==> src/rtl/mcu_trace_buf_if.sv <==
// Trace buffer bus: core observation inputs, readout pop handshake and status.
// Latency: none; this is a signal bundle.
// Backpressure: none; the readout side pops with rd_en and receives rd_valid.
interface mcu_trace_buf_if #(
  parameter int DEPTH = 16
);
  localparam int CW = $clog2(DEPTH) + 1;

  logic          clear;
  logic [2:0]    core_state;
  logic [7:0]    core_pc;
  logic [15:0]   core_ir;
  logic [7:0]    core_wreg;
  logic          rd_en;
  logic [31:0]   rd_data;
  logic          rd_valid;
  logic [CW-1:0] count;
  logic          empty;
  logic          full;
  logic [7:0]    ovf_cnt;
  logic          halted;

  // Core and readout side.
  modport master (
    output clear, core_state, core_pc, core_ir, core_wreg, rd_en,
    input  rd_data, rd_valid, count, empty, full, ovf_cnt, halted
  );

  // Trace buffer side.
  modport slave (
    input  clear, core_state, core_pc, core_ir, core_wreg, rd_en,
    output rd_data, rd_valid, count, empty, full, ovf_cnt, halted
  );
endinterface

==> src/rtl/mcu_trace_buf.sv <==
// Circular trace buffer: one {pc, ir, wreg} record per core retirement (entry into RWB).
// Latency: a capture shows in count one cycle later; a pop returns data one cycle after rd_en.
// Backpressure: none toward the core; when full, WRAP=0 drops new records and WRAP=1 overwrites the oldest.
module mcu_trace_buf #(
  parameter int         DEPTH    = 16,
  parameter bit         WRAP     = 1'b0,
  parameter logic [2:0] RWB_CODE = 3'b100
) (
  input logic            clk,
  input logic            reset,
  mcu_trace_buf_if.slave bus
);
  localparam int AW = $clog2(DEPTH);
  localparam int CW = AW + 1;
  localparam logic [CW-1:0] DEPTH_C = CW'(DEPTH);

  logic [31:0]   mem [DEPTH];
  logic [AW-1:0] wr_ptr;
  logic [AW-1:0] rd_ptr;
  logic [CW-1:0] count_q;
  logic [2:0]    state_q;
  logic [31:0]   rd_data_q;
  logic          rd_valid_q;
  logic [7:0]    ovf_q;
  logic          halted_q;

  logic        is_full;
  logic        is_empty;
  logic        cap;
  logic        rd_acc;
  logic        wr_acc;
  logic        ovr;
  logic        lost;
  logic        cnt_inc;
  logic        cnt_dec;
  logic [31:0] rec;

  assign is_full  = (count_q == DEPTH_C);
  assign is_empty = (count_q == '0);
  assign rec      = {bus.core_pc, bus.core_ir, bus.core_wreg};

  // Decode this cycle's capture/pop outcome; a full buffer with a pop frees a slot for the capture.
  always_comb begin
    cap     = (bus.core_state == RWB_CODE) && (state_q != RWB_CODE);
    rd_acc  = bus.rd_en && !is_empty;
    wr_acc  = cap && (!is_full || bus.rd_en || WRAP);
    ovr     = cap && is_full && !bus.rd_en && WRAP;
    lost    = cap && is_full && !bus.rd_en;
    cnt_inc = wr_acc && !rd_acc && !ovr;
    cnt_dec = rd_acc && !wr_acc;
  end

  // Record storage; deliberately not reset or cleared.
  always_ff @(posedge clk) begin
    if (wr_acc && !bus.clear) begin
      mem[wr_ptr] <= rec;
    end
  end

  // Pointers, occupancy, readout register and sticky status.
  always_ff @(posedge clk or posedge reset) begin
    if (reset) begin
      wr_ptr     <= '0;
      rd_ptr     <= '0;
      count_q    <= '0;
      state_q    <= 3'b000;
      rd_data_q  <= '0;
      rd_valid_q <= 1'b0;
      ovf_q      <= '0;
      halted_q   <= 1'b0;
    end else if (bus.clear) begin
      wr_ptr     <= '0;
      rd_ptr     <= '0;
      count_q    <= '0;
      state_q    <= 3'b000;
      rd_valid_q <= 1'b0;
      ovf_q      <= '0;
      halted_q   <= 1'b0;
    end else begin
      state_q    <= bus.core_state;
      rd_valid_q <= rd_acc;
      // When full the read and write slots coincide; this samples the old record before the write lands.
      if (rd_acc) begin
        rd_data_q <= mem[rd_ptr];
      end
      if (wr_acc) begin
        wr_ptr <= wr_ptr + AW'(1);
      end
      // Overwrite retires the oldest record by stepping the read side along with the write.
      if (rd_acc || ovr) begin
        rd_ptr <= rd_ptr + AW'(1);
      end
      if (cnt_inc) begin
        count_q <= count_q + CW'(1);
      end else if (cnt_dec) begin
        count_q <= count_q - CW'(1);
      end
      if (lost && (ovf_q != 8'hFF)) begin
        ovf_q <= ovf_q + 8'd1;
      end
      // HALT is flagged on any capture, stored or not.
      if (cap && (bus.core_ir[15:12] == 4'h0)) begin
        halted_q <= 1'b1;
      end
    end
  end

  assign bus.rd_data  = rd_data_q;
  assign bus.rd_valid = rd_valid_q;
  assign bus.count    = count_q;
  assign bus.empty    = is_empty;
  assign bus.full     = is_full;
  assign bus.ovf_cnt  = ovf_q;
  assign bus.halted   = halted_q;
endmodule

==> src/flat_wrapper.sv <==
// flat-port wrapper written by rule: the top's interface ports become plain ports
module mcu_trace_buf_flat 
#(
  parameter int         DEPTH    = 16,
  parameter bit         WRAP     = 1'b0,
  parameter logic [2:0] RWB_CODE = 3'b100
)
  (clk, reset, bus_clear, bus_core_state, bus_core_pc, bus_core_ir, bus_core_wreg, bus_rd_en, bus_rd_data, bus_rd_valid, bus_count, bus_empty, bus_full, bus_ovf_cnt, bus_halted);
  mcu_trace_buf_if #(.DEPTH(DEPTH)) bus_i ();
  input logic clk;
  input logic reset;
  input wire logic [$bits(bus_i.clear)-1:0] bus_clear;
  input wire logic [$bits(bus_i.core_state)-1:0] bus_core_state;
  input wire logic [$bits(bus_i.core_pc)-1:0] bus_core_pc;
  input wire logic [$bits(bus_i.core_ir)-1:0] bus_core_ir;
  input wire logic [$bits(bus_i.core_wreg)-1:0] bus_core_wreg;
  input wire logic [$bits(bus_i.rd_en)-1:0] bus_rd_en;
  output wire logic [$bits(bus_i.rd_data)-1:0] bus_rd_data;
  output wire logic [$bits(bus_i.rd_valid)-1:0] bus_rd_valid;
  output wire logic [$bits(bus_i.count)-1:0] bus_count;
  output wire logic [$bits(bus_i.empty)-1:0] bus_empty;
  output wire logic [$bits(bus_i.full)-1:0] bus_full;
  output wire logic [$bits(bus_i.ovf_cnt)-1:0] bus_ovf_cnt;
  output wire logic [$bits(bus_i.halted)-1:0] bus_halted;
  assign bus_i.clear = bus_clear;
  assign bus_i.core_state = bus_core_state;
  assign bus_i.core_pc = bus_core_pc;
  assign bus_i.core_ir = bus_core_ir;
  assign bus_i.core_wreg = bus_core_wreg;
  assign bus_i.rd_en = bus_rd_en;
  assign bus_rd_data = bus_i.rd_data;
  assign bus_rd_valid = bus_i.rd_valid;
  assign bus_count = bus_i.count;
  assign bus_empty = bus_i.empty;
  assign bus_full = bus_i.full;
  assign bus_ovf_cnt = bus_i.ovf_cnt;
  assign bus_halted = bus_i.halted;
  mcu_trace_buf #(.DEPTH(DEPTH), .WRAP(WRAP), .RWB_CODE(RWB_CODE)) u_core (.clk(clk), .reset(reset), .bus(bus_i));
endmodule
==> config.mk <==
export PLATFORM = sky130hd
export DESIGN_NAME = mcu_trace_buf_flat
export DESIGN_NICKNAME = d
export VERILOG_FILES = /design/src/rtl/mcu_trace_buf_if.sv /design/src/rtl/mcu_trace_buf.sv /design/src/flat_wrapper.sv
export SDC_FILE = /design/constraint.sdc
export NUM_CORES = 1
export LEC_CHECK = 0
export CAP_MARGIN = 20
export CORE_ASPECT_RATIO = 0.8
export CORE_UTILIZATION = 35
export CTS_BUF_LIST = sky130_fd_sc_hd__clkbuf_8 sky130_fd_sc_hd__clkbuf_16
export DETAILED_ROUTE_END_ITERATION = 8
export MAX_ROUTING_LAYER = met4
export SLEW_MARGIN = 5
export SYNTH_ARGS = -nofsm -noshare
export SYNTH_HDL_FRONTEND = slang
export SYNTH_SLANG_ARGS = --single-unit
==> constraint.sdc <==
create_clock -name clk -period 4.44 [get_ports clk]
set_input_delay 0.888 -clock clk [delete_from_list [all_inputs] [get_ports clk]]
set_output_delay 0.888 -clock clk [all_outputs]
set_load 0.02 [all_outputs]
==> results.tsv <==
metric	value	unit
status	finished, final reports clean	
slew_headroom	0.312	
cts_buffer_depth	3	
numCtsBuffers	55	
timing.rr.start	u_core.bus.count[0]$_DFFE_PP0P_	
design_area	0.0259	mm2
dp_slack	0.765	ns
setup_viol	0	
final_max_slew_viol_count	0	
via_per_inst	4.99	
ys_async_sr_fraction	0.102	
synth_most_common_cell	edfxtp_1	
ys_ff_latch	570	
critPathLaunch	u_core.bus.count[0]$_DFFE_PP0P_	
startpoint_type	flop	
cp_slowest_cell	nor4_1	
ir_worst_vdd	0.000282	V
avgSynthCellArea	21.5	um2
fin_ws	1.09	ns
drt_first_pass_iters	4	
ys.flop_type	edfxtp_1	
hold_slack	0.489	ns
area_delta_synth_final	17.8	%
ys_warn_count	0	
die_w	282	um
finalCriticalPeriod	3.35	ns
clk_latency	0.61	ns
post_cts_buffers	0	
row_count	81	
min_period_over_period	0.755	
nFillCells	5409	
wire_per_inst	22.3	um
cpPeakStageDelay	0.60	ns
power_density	476	mW/mm2
fin_worst_skew	0.0205	ns
hold_start	u_core.bus.rd_data[20]$_DFFE_PP0P_	
antenna_found_initial	0	
rsz0062_at_grt	no	
cts_hold_buffers	0	
dieArea	0.0638	mm2
r2r_slack	1.44	ns
ys_seq_area_frac	0.766	
p_leak	8.09	nW
ys_types	43	
synthTopCellsByCount	512 x edfxtp_1, 128 x mux4_2, 70 x mux2i_1	
critPathRequiredTime	3.55	ns
hpwl	24900	um
grt_max_degree	64	
portBuffers	87	
postCtsResizedCells	0	
worstMarginPinSlew	1.03	ns
nNetsFinal	1190	
clock-sinks	570	
track_usage	0.149	
multi_input_area	0.00490	mm2
finalHoldViolations	0	
ios	88	
synth_top_cell_by_area	edfxtp_1	
path_clk_slew	0.06	ns
cts_tree	done	
post_dp_cell_area	0.0241	mm2
cp_max_fo	6	
fmax	0.298	GHz
syn_area	0.0220	mm2
n_antenna_cell	0	
finalSetupTns	0	ns
dpl.cell_count	1913	
core_area	0.0616	mm2
drtAntennaViolNets	0	
path_cells	nor4_1 > and2_1 > clkdlybuf4s50_1	
synth_edf_count	512	
die_h	226	um
post-route-util	0.420	
place.gp.congestion	0.757	
end_kind	primary output	
postSynthCellCount	1021	
drive_above_1_share	0.218	
root_buffer	clkbuf_16	
synthesis.nets	1071	
initial_core_util	0.357	
stdcell_count	2016	
grt_overflow	0	
synth_area_leaders	edfxtp_1 70%, mux4_2 13%, dfrtp_1 6.6%	
power	12.3	mW
regArea	0.0168	mm2
cts-htree-levels	2	
yosysTopAreaCellShare	0.700	
max-cap-violations	0	
critPathKind	reg -> out	
route.detailed.drc	0	
crit_arrival	2.46	ns
first_global_vias	10500	
num_vias	10100	
grt_pass1_wl	68000	um
drtIter0Drc	679	
wl	45000	um
hp-class	reg -> reg	
layer usage:
layer  up-vias  GRT usage  part of all wire
met1      5352      0.207              0.46
li1       4464          -                 -
met3        45     0.0228             0.043
met2       196      0.233              0.48
met5         -          -                 0
met4         0     0.0371             0.015
area by class of cell:
class | instances | area share
clock inverters | 47 | 0.0144
repair buffers | 115 | 0.0504
multi-input cells | 387 | 0.189
well taps | 830 | 0.0401
flip-flops and latches | 570 | 0.650
clock buffers | 56 | 0.0541
inverters | 11 | 0.00159
where the power goes:
group / leakage (nW) / switching (mW) / internal, mW
registers: 5.35 / 0.225 / 6.03
clock network: 0.917 / 1.96 / 2.63
logic: 1.82 / 0.805 / 0.678
total: 8.09 / 2.99 / 9.33
layout by cell type, fill, tap and decap left out, types with 2 or more instances in the layout:
master	instances
bufinv_16	6
clkbuf_16	56
nor2_4	4
nand3_1	7
nor2_1	18
inv_1	24
nand2b_1	2
nor2b_1	2
o221ai_1	32
buf_4	10
clkinv_2	7
a21oi_1	8
xor2_1	8
clkdlybuf4s50_1	87
dfrtp_4	3
o21a_1	2
clkinvlp_4	2
nor4_1	4
and2_1	2
mux4_2	128
inv_6	2
dfrtp_1	55
o21ai_0	5
mux2i_1	70
nand2_1	41
clkinv_1	15
buf_12	18
xnor2_1	3
or3_1	5
ha_1	10
nand4_1	4
edfxtp_1	512
and2_2	12
nand3b_1	2
registers in the layout (all words and copies together), names as in the netlist:
| signal | count |
|---|---|
| u_core.mem | 512 |
| u_core.bus.rd_data | 32 |
| u_core.bus.ovf_cnt | 8 |
| u_core.bus.count | 5 |
| u_core.rd_ptr | 4 |
| u_core.wr_ptr | 4 |
| u_core.state_q | 3 |
| u_core.bus.halted | 1 |
| u_core.bus.rd_valid | 1 |
final timing paths:
| check | to | depth (start not counted) |
|---|---|---|
| worst max-delay path | bus_full | 3 |
| worst min-delay path | u_core.bus.rd_data[20]$_DFFE_PP0P_ | 2 |
| worst max register to register | u_core.bus.count[4]$_DFFE_PP0P_ | 9 |
| worst min register to register | u_core.bus.rd_data[20]$_DFFE_PP0P_ | 2 |
| max in group asynchronous | u_core.rd_ptr[1]$_DFFE_PP0P_ | 3 |
| min in group asynchronous | u_core.bus.ovf_cnt[6]$_DFFE_PP0P_ | 3 |
critical path: cells and delay by family, from the launching register on:
family | cells | cell delay, ns
buffers and inverters | 1 | 0.60
flip-flops | 1 | 0.46
AND/OR/NAND/NOR | 2 | 0.81
logic make-up (layout without fill, tap and decap cells):
kind of cell    count (synthesis)  count (layout)  share of synthesized area
mux                           199             199                      0.164
fa+ha+maj                      11              11                    0.00660
buf+inv                        64             229                     0.0138
xor+xnor                       11              11                    0.00438
simple gates                  114             114                     0.0264
flops                         570             570                      0.766
compound gates                 52              52                     0.0191
No activity file was read; power rests on OpenSTA's default activity.
